### src/rtl/output_wr_buffer_pkg.sv
// Shared matmul definitions: memory-port geometry, output placement and the
// write-buffer entry/state types.
package matmul_pkg;

  localparam int unsigned MEM_PORT_WIDTH = 64;
  localparam int unsigned MEM_ADDR_WIDTH = 32;

  localparam logic [MEM_ADDR_WIDTH-1:0] OUTPUT_MAT_BASE_ADDR = 32'h0000_0100;
  localparam logic [MEM_ADDR_WIDTH-1:0] MEM_ADDR_INCR        = 32'd4;

  typedef struct packed {
    logic [MEM_ADDR_WIDTH-1:0] addr;
    logic [MEM_PORT_WIDTH-1:0] data;
  } wr_entry_t;

  typedef enum logic [1:0] {
    ST_IDLE,
    ST_REQ,
    ST_DONE
  } drain_state_e;

endpackage

### src/rtl/output_wr_buffer_sync_fifo.sv
// Single-clock FIFO of generic entries with simultaneous push/pop.
// A push while full is accepted only when a pop happens on the same edge.
module sync_fifo #(
  parameter type         T     = logic,
  parameter int unsigned DEPTH = 4
) (
  input  logic                     clk,
  input  logic                     rst_n,
  input  logic                     push,
  input  logic                     pop,
  input  T                         wdata,
  output T                         rdata,
  output logic                     full,
  output logic                     empty,
  output logic [$clog2(DEPTH):0]   count
);

  localparam int unsigned PW = $clog2(DEPTH);

  T               mem_q [DEPTH];
  logic [PW-1:0]  wr_ptr_q, wr_ptr_d;
  logic [PW-1:0]  rd_ptr_q, rd_ptr_d;
  logic [PW:0]    count_q, count_d;
  logic           do_push, do_pop;

  assign full  = (count_q == (PW+1)'(DEPTH));
  assign empty = (count_q == '0);
  assign count = count_q;
  assign rdata = mem_q[rd_ptr_q];

  // Effective push/pop and next pointer/occupancy values
  always_comb begin
    do_pop   = pop && !empty;
    do_push  = push && (!full || do_pop);
    wr_ptr_d = wr_ptr_q + PW'(do_push);
    rd_ptr_d = rd_ptr_q + PW'(do_pop);
    count_d  = count_q + (PW+1)'(do_push) - (PW+1)'(do_pop);
  end

  // Pointer and occupancy registers
  always_ff @(posedge clk or negedge rst_n) begin
    if (!rst_n) begin
      wr_ptr_q <= '0;
      rd_ptr_q <= '0;
      count_q  <= '0;
    end else begin
      wr_ptr_q <= wr_ptr_d;
      rd_ptr_q <= rd_ptr_d;
      count_q  <= count_d;
    end
  end

  // Entry storage
  always_ff @(posedge clk or negedge rst_n) begin
    if (!rst_n) begin
      for (int unsigned i = 0; i < DEPTH; i++) mem_q[i] <= '0;
    end else if (do_push) begin
      mem_q[wr_ptr_q] <= wdata;
    end
  end

endmodule

### src/rtl/output_wr_buffer.sv
// Write-side buffer behind the matmul output-control stage: captures row
// writes (dropping same-address repeats), queues them and drains them to
// memory over req/ack, pulsing drain_done once a flushed matrix is committed.
module output_wr_buffer
  import matmul_pkg::*;
#(
  parameter int unsigned WORD_SIZE  = 16,
  parameter int unsigned COLS       = 4,
  parameter int unsigned DEPTH      = 4,
  parameter int unsigned ADDR_WIDTH = 32
) (
  input  logic                              clk,
  input  logic                              rst_n,
  input  logic                              in_wr_en,
  input  logic [ADDR_WIDTH-1:0]             in_addr,
  input  logic signed [MEM_PORT_WIDTH-1:0]  in_data,
  input  logic                              in_flush,
  output logic                              mem_req,
  output logic [ADDR_WIDTH-1:0]             mem_addr,
  output logic [MEM_PORT_WIDTH-1:0]         mem_data,
  input  logic                              mem_ack,
  output logic                              buf_full,
  output logic                              buf_empty,
  output logic [$clog2(DEPTH):0]            entries,
  output logic                              overflow,
  output logic                              drain_done
);

  localparam int unsigned CW = $clog2(DEPTH) + 1;

  if (COLS * WORD_SIZE > MEM_PORT_WIDTH) begin : g_row_too_wide
    $error("row of COLS*WORD_SIZE bits does not fit the memory port");
  end
  if (ADDR_WIDTH != MEM_ADDR_WIDTH) begin : g_addr_width
    $error("ADDR_WIDTH must match the shared memory address width");
  end

  drain_state_e           state_q, state_d;
  logic [ADDR_WIDTH-1:0]  last_addr_q, last_addr_d;
  logic                   last_valid_q, last_valid_d;
  logic                   flush_pend_q, flush_pend_d;
  logic                   overflow_q, overflow_d;

  wr_entry_t              push_entry, head_entry;
  logic                   want_push, push_ok, pop;
  logic                   fifo_full, fifo_empty;
  logic [CW-1:0]          fifo_count;

  sync_fifo #(
    .T     (wr_entry_t),
    .DEPTH (DEPTH)
  ) u_fifo (
    .clk   (clk),
    .rst_n (rst_n),
    .push  (want_push),
    .pop   (pop),
    .wdata (push_entry),
    .rdata (head_entry),
    .full  (fifo_full),
    .empty (fifo_empty),
    .count (fifo_count)
  );

  // Capture decision: new address (or none held) is pushed; repeats are ignored
  always_comb begin
    want_push       = in_wr_en && (!last_valid_q || (in_addr != last_addr_q));
    pop             = (state_q == ST_REQ) && mem_ack;
    push_ok         = want_push && (!fifo_full || pop);
    push_entry      = '0;
    push_entry.addr = in_addr;
    push_entry.data = in_data;
  end

  // Drain FSM next state plus capture/flush/overflow bookkeeping
  always_comb begin
    state_d      = state_q;
    last_addr_d  = last_addr_q;
    last_valid_d = last_valid_q;
    flush_pend_d = flush_pend_q;
    overflow_d   = overflow_q;

    case (state_q)
      ST_IDLE: begin
        if (!fifo_empty)       state_d = ST_REQ;
        else if (flush_pend_q) state_d = ST_DONE;
      end
      ST_REQ: begin
        // Occupancy after this edge counts a push landing alongside the pop
        if (mem_ack) state_d = ((fifo_count > CW'(1)) || push_ok) ? ST_REQ : ST_IDLE;
      end
      ST_DONE: begin
        flush_pend_d = 1'b0;
        last_valid_d = 1'b0;
        state_d      = ST_IDLE;
      end
      default: state_d = ST_IDLE;
    endcase

    // A flush or capture on the DONE edge belongs to the next matrix
    if (in_flush) flush_pend_d = 1'b1;
    if (want_push) begin
      last_addr_d  = in_addr;
      last_valid_d = 1'b1;
    end
    if (want_push && !push_ok) overflow_d = 1'b1;
  end

  // State registers
  always_ff @(posedge clk or negedge rst_n) begin
    if (!rst_n) begin
      state_q      <= ST_IDLE;
      last_addr_q  <= '0;
      last_valid_q <= 1'b0;
      flush_pend_q <= 1'b0;
      overflow_q   <= 1'b0;
    end else begin
      state_q      <= state_d;
      last_addr_q  <= last_addr_d;
      last_valid_q <= last_valid_d;
      flush_pend_q <= flush_pend_d;
      overflow_q   <= overflow_d;
    end
  end

  assign mem_req    = (state_q == ST_REQ);
  assign mem_addr   = mem_req ? head_entry.addr : '0;
  assign mem_data   = mem_req ? head_entry.data : '0;
  assign drain_done = (state_q == ST_DONE);
  assign buf_full   = fifo_full;
  assign buf_empty  = fifo_empty;
  assign entries    = fifo_count;
  assign overflow   = overflow_q;

endmodule

### config.mk
export PLATFORM = sky130hd
export DESIGN_NAME = output_wr_buffer
export DESIGN_NICKNAME = d
export VERILOG_FILES = /design/src/rtl/output_wr_buffer_pkg.sv /design/src/rtl/output_wr_buffer_sync_fifo.sv /design/src/rtl/output_wr_buffer.sv
export SDC_FILE = /design/constraint.sdc
export NUM_CORES = 1
export LEC_CHECK = 0
export CELL_PAD_IN_SITES_DETAIL_PLACEMENT = 0
export CELL_PAD_IN_SITES_GLOBAL_PLACEMENT = 1
export CORE_MARGIN = 4
export CORE_UTILIZATION = 35
export DETAILED_ROUTE_END_ITERATION = 6
export PLACE_DENSITY_LB_ADDON = 0.1
export SETUP_SLACK_MARGIN = 0.05
export SLEW_MARGIN = 10
export SYNTH_ARGS = -nofsm -noshare
export SYNTH_HDL_FRONTEND = slang
export SYNTH_SLANG_ARGS = --single-unit
### constraint.sdc
create_clock -name clk -period 3.5 [get_ports clk]
set_clock_uncertainty 0.05 [all_clocks]
set_input_delay 0.7 -clock clk [delete_from_list [all_inputs] [get_ports clk]]
set_output_delay 0.7 -clock clk [all_outputs]
set_load 0.01 [all_outputs]
# == After elaboration in Yosys (flattened, before gate mapping) ==
# Cells that the tools add are included.
# classes
add_sub_neg,4
magnitude_cmp,4
n_eq_ne,6
n_mux,16
bitwise_logic,2
reduce_logical,20
# ops
operator,n
384-bit bitwise mux,1
96-bit two-way mux,3
96-bit binary-select mux with 2-bit select,1
96-bit demux with 2-bit select,1
64-bit two-way mux,1
32-bit two-way mux,1
32-bit inequality test,1
1-bit logical AND,7
3-bit >= comparator (second input constant),2
2-bit two-way mux,3
2-bit inverter with 3-bit output,2
2-bit by 1-bit adder with 2-bit output,2
1-bit logical NOT,4
1-bit logical OR,4
1-bit two-way mux,4
2-bit case mux with 2 select lines,1
2-bit nonzero test,2
3-bit by 1-bit adder with 3-bit output,1
3-bit equality test (second input constant),1
3-bit by 1-bit > comparator with 1-bit output (second input constant),1
3-bit logical NOT,1
3-bit by 1-bit < comparator with 1-bit output (second input constant),1
3-bit inequality test (second input constant),1
3-bit by 1-bit subtractor with 3-bit output,1
other kinds (5),5
# totals
regBits,428
inputBits,101
out_inout_bits,104
wordCells,68

# == Longest topological paths before layout ==
# Gate-level depths: netlist of the first run.
# depth
depth_word,8
ltp_mapped,10
ltp_nobuf,9

# == Hierarchy ==
# Synthesis of the first run repeated with hierarchy kept, for this count alone.
# unflattened
cells_unflattened,1197
area_unflattened_um2,19441.1
# by_module_without_submodules
mod,n_inst,cells_each,area_per_inst_um2,seq_area_each_um2
sync_fifo,1,958,16958.8,9784.4
output_wr_buffer,1,239,2482.4,925.9

# == Worst setup path before layout of the first run ==
# OpenSTA, ideal clock, no wires.
# synth_timing
path_type,register to output
start,register u_fifo.rd_ptr_q[0]
end,output port mem_data[23]
arrival_time_ps,2252
required_ps,2750
slack_ps,498
path_stages_with_launch,6
n_path_buf,3
cell_sequence,dfrtp_1 -> clkbuf_1 -> clkbuf_1 -> buf_1 -> mux4_2 -> and2_1
# synth_between
elab_chain_cells,5
# synth_lines
item,line,text
from (decl),output_wr_buffer_sync_fifo.sv:22,"logic [PW-1:0] rd_ptr_q, rd_ptr_d;"
from (signal assigned),output_wr_buffer_sync_fifo.sv:48,rd_ptr_q <= rd_ptr_d;
2-bit inverter with 3-bit output (not written as such),output_wr_buffer_sync_fifo.sv:29,assign rdata = mem_q[rd_ptr_q];
96-bit binary-select mux with 2-bit select,output_wr_buffer_sync_fifo.sv:29,
96-bit two-way mux (not written as such) (2 in a row),output_wr_buffer_sync_fifo.sv:29,
64-bit two-way mux,output_wr_buffer.sv:127,assign mem_data = mem_req ? head_entry.data : '0;
to (decl),output_wr_buffer.sv:20,"output logic [MEM_PORT_WIDTH-1:0] mem_data,"
# No other way between the ends. The select of a mux whose other input is x is not followed.

# == Worst setup path in the final report of the first run ==
# layout_timing
start,register u_fifo.rd_ptr_q[0]
end,output port mem_addr[29]
# layout_between
elab_chain_cells,5
# layout_lines
item,line,text
2-bit inverter with 3-bit output (not written as such),output_wr_buffer_sync_fifo.sv:29,
96-bit binary-select mux with 2-bit select,output_wr_buffer_sync_fifo.sv:29,
96-bit two-way mux (not written as such) (2 in a row),output_wr_buffer_sync_fifo.sv:29,
32-bit two-way mux,output_wr_buffer.sv:126,assign mem_addr = mem_req ? head_entry.addr : '0;
to (decl),output_wr_buffer.sv:19,"output logic [ADDR_WIDTH-1:0] mem_addr,"
# No other way between the ends. The select of a mux whose other input is x is not followed.

==> impl_metrics.env, run 1 <==
export IMPL_outcome="completed"
export IMPL_dp_hpwl_mm=29.8
export IMPL_p_int_mw=18.0
export IMPL_power_total_mw=25.7
export IMPL_die_width_um=243
export IMPL_setup_violations=0
export IMPL_grt_max_degree=98
export IMPL_p_per_area_nw_per_um2=1050
export IMPL_synth_top_cell_by_area="dfrtp_1"
export IMPL_yosysWarnings=0
export IMPL_p_clk_share_pct=20.8
export IMPL_start_kind="register"
export IMPL_design_area_um2=24500
export IMPL_power_frac_comb_pct=46.0
export IMPL_post_drt_wl_per_cell_um=22.1
export IMPL_seqCellArea_um2=10700
export IMPL_cts_clk_slew_worst_paths_ns=0.06
export IMPL_syn_to_final_growth_pct=26.7
export IMPL_worst_slack_ns=0.126
export IMPL_synth_area_leaders="dfrtp_1 (55%), mux2_2 (24%), mux4_2 (11%)"
export IMPL_reg2reg_to="u_fifo.mem_q[58]"
export IMPL_cts_tree="done"
export IMPL_grt_overflow=0
export IMPL_layout_drive_gt1_share_pct=44.9
export IMPL_detail_route_antenna_nets=0
export IMPL_avgSynthCellArea_um2=16.2
export IMPL_final_core_util_pct=45.2
export IMPL_clk_latency_ns=0.58
export IMPL_max_vdd_ir_drop_mv=0.464
export IMPL_rows=85
export IMPL_dp_slack_ns=-0.514
export IMPL_cap_violations=0
export IMPL_hold_viol=0
export IMPL_synth_edf_count=0
export IMPL_p_seq_share_pct=33.2
export IMPL_switching_share_pct=30.0
export IMPL_synth_nets=1304
export IMPL_die_area_um2=59100
export IMPL_antenna_found_initial=2
export IMPL_synthArstFlopShare_pct=100
export IMPL_post_route_period_util_pct=96.4
export IMPL_maxSlewViolCount=0
export IMPL_timing_critical_path_buf_inv=3
export IMPL_cp_slowest_cell="mux4_2"
export IMPL_total_leakage_power_nw=10.0
export IMPL_hp_class="in2async"
export IMPL_drtIter0Drc=312
export IMPL_die_h_um=243
export IMPL_drc=0
export IMPL_pin_count=205
export IMPL_fin_crit_ns=3.37
export IMPL_cts_buffer_depth=3
export IMPL_port_buffers=204
export IMPL_yosysSeqAreaShare_pct=55.4
export IMPL_r2r_start="last_addr_q[27]"
export IMPL_reg2reg_slack_ns=0.51
export IMPL_initial_core_util_pct=35.7
export IMPL_crit_path_max_fanout=16
export IMPL_grt_setup_unrepaired="true"
export IMPL_vias_per_cell=5.04
export IMPL_htreeDepth=2
export IMPL_fin_nets=1546
export IMPL_cp_num_cells=5
export IMPL_vias=10968
export IMPL_reg2regPathDepth=7
export IMPL_required_ns=2.75
export IMPL_syn_area_um2=19300
export IMPL_cts_root_buf="clkbuf_16"
export IMPL_netlist_instances=1197
export IMPL_end_kind="output pin"
export IMPL_p_sw_mw=7.71
export IMPL_coreArea_um2=54200
export IMPL_placed_area_um2=22600
export IMPL_synth_top_flop_cell="dfrtp_1"
export IMPL_critPathTopFamily="buffers and inverters"
export IMPL_synth_cell_types=34
export IMPL_crit_path_end="mem_addr[29]"
export IMPL_tightest_slew_ns=0.714
export IMPL_maxSlewHeadroom_pct=52.2
export IMPL_ctsHoldBuffers=0
export IMPL_globalplace_congestion=0.705
export IMPL_multiInputGateArea_um2=8130
export IMPL_cp_startpoint="u_fifo.rd_ptr_q[0]"
export IMPL_grt_pass1_vias=12429
export IMPL_track_usage_pct=16.5
export IMPL_synth_top_area_share_pct=55.4
export IMPL_synth_seq_cells=428
export IMPL_path_cells="buf_12 > buf_16 > mux4_2 > and2_1 > clkdlybuf4s50_1"
export IMPL_dr_pass1_iters=4
export IMPL_cts_sinks=428
export IMPL_fillers=4873
export IMPL_routed_wirelength_mm=48.2
export IMPL_grt_pass1_wl_mm=76.0
export IMPL_max_freq_mhz=296
export IMPL_critPathArrivalTime_ns=2.62
export IMPL_cts_made_buffers=50
export IMPL_cpPeakStageDelay_ns=0.53
export IMPL_path_class="reg2out"
cell families after synthesis:
group                      synth area share, %
adders and majority gates                0.427
and+or+nand+nor                           4.22
buffers and inverters                     2.85
AOI/OAI and AO/OA                        0.136
DFF                                       55.4
muxes                                     35.4
xor gates and xnor gates                  1.59
per-layer routing:
layer	GRT usage, %	vias to the layer above	part of all wire, %
met5	0	-	0.044
li1	-	4869	-
met4	3.51	4	1.8
met2	26.9	187	48
met3	3.39	68	4.1
met1	22.9	5840	46
synth_stat cells, types with 2 or more instances:
cell type	n
and2_1	96
buf_1	9
buf_2	8
buf_4	13
buf_6	8
buf_8	10
clkbuf_1	30
dfrtp_1	428
ha_1	5
inv_1	7
mux2_1	5
mux2_2	411
mux4_2	96
nand2_1	6
nand2b_1	2
nand4_1	5
nor2_1	3
nor3_1	4
nor4_1	3
xnor2_1	21
xor2_1	14
power groups by stage:
stage / sequential (mW) / combinational [mW] / clock (mW)
2_1_floorplan: 8.16 / 7.32 / 0
3_3_place_gp: 8.56 / 11.7 / 0
3_5_place_dp: 8.63 / 11.8 / 0
4_1_cts: 8.54 / 12.1 / 5.55
5_1_grt: 8.83 / 12.8 / 5.76
6_report: 8.54 / 11.8 / 5.34
worst reg2reg max path, stage by stage (launching register included):
cell and delay [ns]:
dfrtp_1 0.38, xnor2_1 0.33, nand4_1 0.23, or4_4 0.57
nor4_4 0.38, nand4bb_4 0.29, buf_12 0.24, mux2_2 0.39
registers in the layout, summed over array words and instances (netlist names):
name	count
u_fifo.rd_ptr_q	2
u_fifo.count	3
last_valid_q	1
state_q	2
overflow	1
flush_pend_q	1
u_fifo.wr_ptr_q	2
u_fifo.mem_q	384
last_addr_q	32
cell usage in the layout (no fill, tap or decap), types with 2 or more instances in the layout:
cell             netlist  layout
xnor2_1               21      21
buf_12                 0      31
nand4_1                5       5
nand2_1                6       6
nor4_4                 1       2
nor2_1                 3       3
clkbuf_1              30      11
mux2_2               411     411
mux2_1                 5       5
dfrtp_1              428     426
bufinv_16              0       3
clkbuf_8               0      14
xor2_1                14      14
nor4_1                 3       3
buf_16                 0       5
clkinv_2               0      11
clkbuf_16              0      54
mux4_2                96      96
ha_1                   5       5
buf_8                 10       2
inv_1                  7       7
dfrtp_4                0       2
buf_4                 13      25
and2_1                96      96
clkdlybuf4s50_1        0     203
nor3_1                 4       4
per-stage QoR:
step	hold WS, ns	TNS (ns)	std cells
finish	0.0666	0	2177
global route	0.0991	0	2176
CTS	0.0866	0	2175
detailed placement	0.415	-182.08	2077
global placement	0.416	-173.93	2076
floorplan	0.354	0	1197
timing repair:
action                                  CTS  global route
setup buffers                             3             0
gates resized for setup                   5             4
endpoints found under the hold margin     0             0
gates cloned                              2             1
endpoints found under the setup margin   72            39
layout make-up:
cell class | count | area share (%)
diodes | 1 | 0.0102
clock buffers | 78 | 6.37
clock inverters | 15 | 0.628
inverters | 7 | 0.107
multi-input cells | 684 | 33.2
flip-flops and latches | 428 | 43.7
well taps | 696 | 3.55
repair buffers | 268 | 12.4
how the worst min path moves through the flow:
stage	end	slack, ns	cells after the start
floorplan	flush_pend_q	0.35	0
global placement	flush_pend_q	0.42	1
detailed placement	flush_pend_q	0.42	1
CTS	u_fifo.mem_q[340]	0.09	1
global route	u_fifo.mem_q[244]	0.1	1
finish	u_fifo.mem_q[340]	0.07	1
(Power assumes the default switching activity.)
==> run 2, diff against run 1 <==
CORE_UTILIZATION = 48   (was 35)
==> run 2 against run 1 <==
Effect of this change:
- clock power is 4.7% lower
- worst hold slack gained 0.36 ns
- wire length is 9.5% lower
- non-clock buffer count shrank 4
==> impl_metrics.env, run 2 (synthesis results as in run 1) <==
export IMPL_max_freq_mhz=298
export IMPL_cts_clk_slew_worst_paths_ns=0.06
export IMPL_p_sw_mw=7.47
export IMPL_die_width_um=209
export IMPL_largest_reg_flops=384
export IMPL_crit_path_end="mem_addr[12]"
export IMPL_cts_root_buf="clkbuf_16"
export IMPL_post_route_period_util_pct=95.9
export IMPL_coreArea_um2=39800
export IMPL_largest_register="u_fifo.mem_q"
export IMPL_detail_route_antenna_nets=0
export IMPL_grt_pass1_wl_mm=70.3
export IMPL_initial_core_util_pct=48.6
export IMPL_grt_max_degree=98
export IMPL_fin_nets=1540
export IMPL_start_kind="register"
export IMPL_r2r_start="last_addr_q[4]"
export IMPL_hp_class="reg2reg"
export IMPL_setup_tns_ns=0
export IMPL_htreeDepth=2
export IMPL_track_usage_pct=20.3
export IMPL_pin_count=205
export IMPL_grt_pass1_vias=12058
export IMPL_setup_violations=0
export IMPL_fin_crit_ns=3.36
export IMPL_die_h_um=209
export IMPL_end_kind="output pin"
export IMPL_cts_made_buffers=48
export IMPL_reg2reg_slack_ns=0.59
export IMPL_drc=0
export IMPL_antenna_cells=0
export IMPL_layout_commonest_cell="dfrtp_1"
export IMPL_cts_buffer_depth=3
export IMPL_globalplace_congestion=0.729
export IMPL_critPathArrivalTime_ns=2.61
export IMPL_design_area_um2=24000
export IMPL_antenna_found_initial=1
export IMPL_outcome="completed"
export IMPL_max_vdd_ir_drop_mv=0.555
export IMPL_layout_common_cells="dfrtp_1 (426), mux2_2 (411), clkdlybuf4s50_1 (203)"
export IMPL_drtIter0Drc=470
export IMPL_power_total_mw=25.1
export IMPL_grt_setup_unrepaired="true"
export IMPL_p_clk_share_pct=20.2
export IMPL_total_leakage_power_nw=9.88
export IMPL_vias=10971
export IMPL_cp_startpoint="u_fifo.rd_ptr_q[0]"
export IMPL_cts_sinks=428
export IMPL_placed_area_um2=22400
export IMPL_dr_pass1_iters=4
export IMPL_reg2regPathDepth=7
export IMPL_final_core_util_pct=60.3
export IMPL_die_area_um2=43600
export IMPL_required_ns=2.75
export IMPL_rows=73
export IMPL_vias_per_cell=5.50
export IMPL_cts_tree="done"
export IMPL_power_frac_comb_pct=45.6
export IMPL_layout_drive_gt1_share_pct=44.2
export IMPL_maxSlewViolCount=0
export IMPL_switching_share_pct=29.7
export IMPL_syn_to_final_growth_pct=24.1
export IMPL_post_drt_wl_per_cell_um=21.9
export IMPL_grt_overflow=0
export IMPL_clk_latency_ns=0.58
export IMPL_port_buffers=204
export IMPL_dp_hpwl_mm=27.7
export IMPL_hold_viol=0
export IMPL_p_int_mw=17.7
export IMPL_p_per_area_nw_per_um2=1050
export IMPL_tightest_slew_ns=0.949
export IMPL_cap_violations=0
export IMPL_p_seq_share_pct=34.1
export IMPL_crit_path_max_fanout=29
export IMPL_routed_wirelength_mm=43.6
export IMPL_path_class="reg2out"
export IMPL_maxSlewHeadroom_pct=36.4
export IMPL_reg2reg_to="u_fifo.mem_q[228]"
[run 2: worst max-delay path, stage by stage (launching register included)]
cell and delay, ns:
dfrtp_4 0.50, buf_16 0.27, mux4_2 0.53, and2_1 0.22, clkdlybuf4s50_1 0.50
[run 2: per-layer routing]
layer	GRT usage, %	wire length [µm]	vias to the layer above	part of all wire (%)
met5	0	13	-	0.030
met4	3.96	670	2	1.5
met3	4.29	1800	47	4.1
met2	33.4	21400	189	49
met1	28.6	19700	5875	45
li1	-	-	4858	-
[run 2: layout make-up]
cell class	count	area (µm²)
clock buffers	70	1380
clock inverters	16	218
fillers	3082	15800
inverters	7	26.3
multi-input cells	684	8130
flip-flops and latches	428	10700
well taps	525	657
repair buffers	264	2880
[run 2: through the flow]
| step | setup WS [ns] | hold WS [ns] | std cells |
|---|---|---|---|
| CTS | 0.0684 | 0.422 | 1994 |
| floorplan | 0.498 | 0.354 | 1197 |
| global route | 0.0344 | 0.450 | 1994 |
| finish | 0.142 | 0.424 | 1994 |
| global placement | -0.255 | 0.404 | 1906 |
| detailed placement | -0.288 | 0.408 | 1906 |
[run 2: worst min-delay path by stage]
| stage | from | end | cells past startpoint |
|---|---|---|---|
| finish | flush_pend_q | flush_pend_q | 1 |
| global placement | flush_pend_q | flush_pend_q | 1 |
| global route | u_fifo.mem_q[226] | u_fifo.mem_q[226] | 1 |
| detailed placement | flush_pend_q | flush_pend_q | 1 |
| floorplan | rst_n | flush_pend_q | 0 |
| CTS | flush_pend_q | flush_pend_q | 1 |
[run 2: timing repair]
item | 4_1_cts | 5_1_grt
resized for setup | 0 | 1
pin swaps | 0 | 0
buffers inserted | 1 | 0
gates cloned | 0 | 0
hold buffers | 1 | 0
setup endpoints to repair | 67 | 6
hold endpoints to repair | 46 | 0
[run 2: power by group through the flow]
stage	logic [mW]	registers [mW]	clock network [mW]
floorplan	7.32	8.16	0
global placement	11.4	8.58	0
detailed placement	11.6	8.68	0
CTS	11.7	8.58	5.22
global route	12.3	8.87	5.44
finish	11.5	8.58	5.09
==> run 3, diff against run 2 <==
ABC_CLOCK_PERIOD_IN_PS = 3500   (was default)
CORE_UTILIZATION = 50   (was 48)
CTS_BUF_LIST = sky130_fd_sc_hd__clkbuf_4 sky130_fd_sc_hd__clkbuf_8   (was default)
==> run 3 against run 2 <==
Effect of this change:
- final area increased by 0.27%
- register-to-register slack worse by 0.04 ns
- clock-buffer cell count increased by 46
- clock power down 9.6%
- sequential share of layout area shrank 0.12 points
- largest cell class unchanged
==> impl_metrics.env, run 3 (synthesis results as in run 1) <==
export IMPL_outcome="completed"
export IMPL_post_cts_buffers=0
export IMPL_fillers=2912
export IMPL_setup_tns_ns=0
export IMPL_layout_common_cells="dfrtp_1 (426), mux2_2 (411), clkdlybuf4s50_1 (170)"
export IMPL_grt_max_degree=81
export IMPL_design_area_um2=24100
export IMPL_cts_root_buf="clkbuf_8"
export IMPL_syn_to_final_growth_pct=24.4
export IMPL_rows=71
export IMPL_globalplace_congestion=0.740
export IMPL_maxSlewHeadroom_pct=51.9
export IMPL_coreArea_um2=37900
export IMPL_post_drt_wl_per_cell_um=21.7
export IMPL_drc=0
export IMPL_dp_hpwl_mm=28.7
export IMPL_dr_pass1_iters=4
export IMPL_die_h_um=205
export IMPL_cap_violations=0
export IMPL_hold_viol=0
export IMPL_routed_wirelength_mm=44.0
export IMPL_cts_clk_slew_worst_paths_ns=0.06
export IMPL_maxSlewViolCount=0
export IMPL_critPathArrivalTime_ns=2.59
export IMPL_tightest_slew_ns=0.718
export IMPL_htreeDepth=3
export IMPL_antenna_found_initial=3
export IMPL_total_leakage_power_nw=10.3
export IMPL_initial_core_util_pct=51.0
export IMPL_layout_commonest_cell="dfrtp_1"
export IMPL_vias=11071
export IMPL_drtIter0Drc=393
export IMPL_end_kind="output pin"
export IMPL_cp_slowest_cell="mux4_2"
export IMPL_start_kind="register"
export IMPL_p_per_area_nw_per_um2=1020
export IMPL_grt_overflow=0
export IMPL_dp_slack_ns=-0.370
export IMPL_placed_area_um2=22500
export IMPL_grt_setup_unrepaired="true"
export IMPL_die_area_um2=41900
export IMPL_cts_sinks=428
export IMPL_critPathTopFamily="buffers and inverters"
export IMPL_layout_drive_gt1_share_pct=46.9
export IMPL_power_total_mw=24.6
export IMPL_grt_pass1_wl_mm=71.0
export IMPL_ctsHoldBuffers=0
export IMPL_cts_made_buffers=74
export IMPL_post_route_period_util_pct=95.3
export IMPL_largest_register="u_fifo.mem_q"
export IMPL_pin_count=205
export IMPL_crit_path_max_fanout=36
export IMPL_hp_class="in2async"
export IMPL_path_cells="buf_16 > mux4_2 > and2_1 > clkdlybuf4s50_1"
export IMPL_cts_buffer_depth=3
export IMPL_cts_tree="done"
export IMPL_whs_ns=0.0435
export IMPL_port_buffers=204
export IMPL_fin_nets=1576
export IMPL_worst_slack_ns=0.163
export IMPL_setup_violations=0
export IMPL_track_usage_pct=21.7
export IMPL_required_ns=2.75
export IMPL_timing_critical_path_buf_inv=2
export IMPL_fin_crit_ns=3.34
export IMPL_max_vdd_ir_drop_mv=0.484
export IMPL_vias_per_cell=5.46
export IMPL_grt_pass1_vias=12398
export IMPL_cpPeakStageDelay_ns=0.53
export IMPL_largest_reg_flops=384
export IMPL_die_width_um=205
export IMPL_clk_latency_ns=0.59
export IMPL_max_freq_mhz=300
export IMPL_detail_route_antenna_nets=0
export IMPL_path_class="reg2out"
## run 3: cell types whose count changed in the layout (fill, tap and decap cells not counted), sizes merged
cell / before / now
clkinv: 7 / 3
dlygate4sd3: 1 / 0
clkdlybuf4s50: 203 / 170
clkbuf: 70 / 116
bufinv: 5 / 1
inv: 9 / 7
dlymetal6s2s: 0 / 33
diode: 0 / 2
buf: 60 / 71
## run 3: what timing repair did
action / CTS / global route
cloned: 0 / 0
setup endpoints to repair: 33 / 52
endpoints found under the hold margin: 0 / 0
gates resized for setup: 3 / 36
## run 3: metrics by stage
step / utilization, % / cells
global placement: 59.2 / 1904
floorplan: - / 1197
detailed placement: 59.2 / 1904
CTS: 63.2 / 2026
finish: 63.4 / 2028
global route: 63.4 / 2026
## run 3: cell type report
type,instances,area [µm²],area share [%]
sequential,428,10700,44.5
clock inverter,6,60.1,0.250
antenna,2,5.00,0.0208
multi-input combinational,684,8130,33.8
clock buffer,116,1440,5.98
tap,511,639,2.66
inverter,7,26.3,0.109
timing repair buffer,274,3050,12.7
## run 3: routing by layer
metal	vias to the layer above	track usage, %	wire length [µm]
met5	-	0	34
met4	4	5.60	820
met3	68	5.07	1940
met2	201	36.1	21900
met1	5880	29.3	19400
li1	4918	-	-
## run 3: final timing paths
kind / to / from / depth (start not counted) / slack [ns]
setup / recovery: mem_data[37] / u_fifo.rd_ptr_q[0] / 4 / 0.16
hold / removal: u_fifo.mem_q[338] / rst_n / 1 / 0.04
setup reg to reg: u_fifo.mem_q[79] / last_addr_q[18] / 7 / 0.55
hold reg to reg: last_valid_q / last_valid_q / 2 / 0.43
max in group asynchronous: u_fifo.mem_q[289] / rst_n / 3 / 2.33
min in group clk: last_valid_q / last_valid_q / 2 / 0.43
## run 3: worst reg2reg max path: stages (launching register included)
cell and delay, ns:
dfrtp_1 0.38, xnor2_1 0.34, nand4_1 0.19, or4_4 0.52, nor4_4 0.40, nand4bb_4 0.34, buf_12 0.23, mux2_2 0.38
## run 3: power breakdown
part / leakage, nW / total (mW) / internal (mW) / switching, mW
logic: 4.46 / 11.4 / 7.14 / 4.25
registers: 5.05 / 8.59 / 7.35 / 1.24
clock network: 0.795 / 4.60 / 2.66 / 1.94
total: 10.3 / 24.6 / 17.1 / 7.42
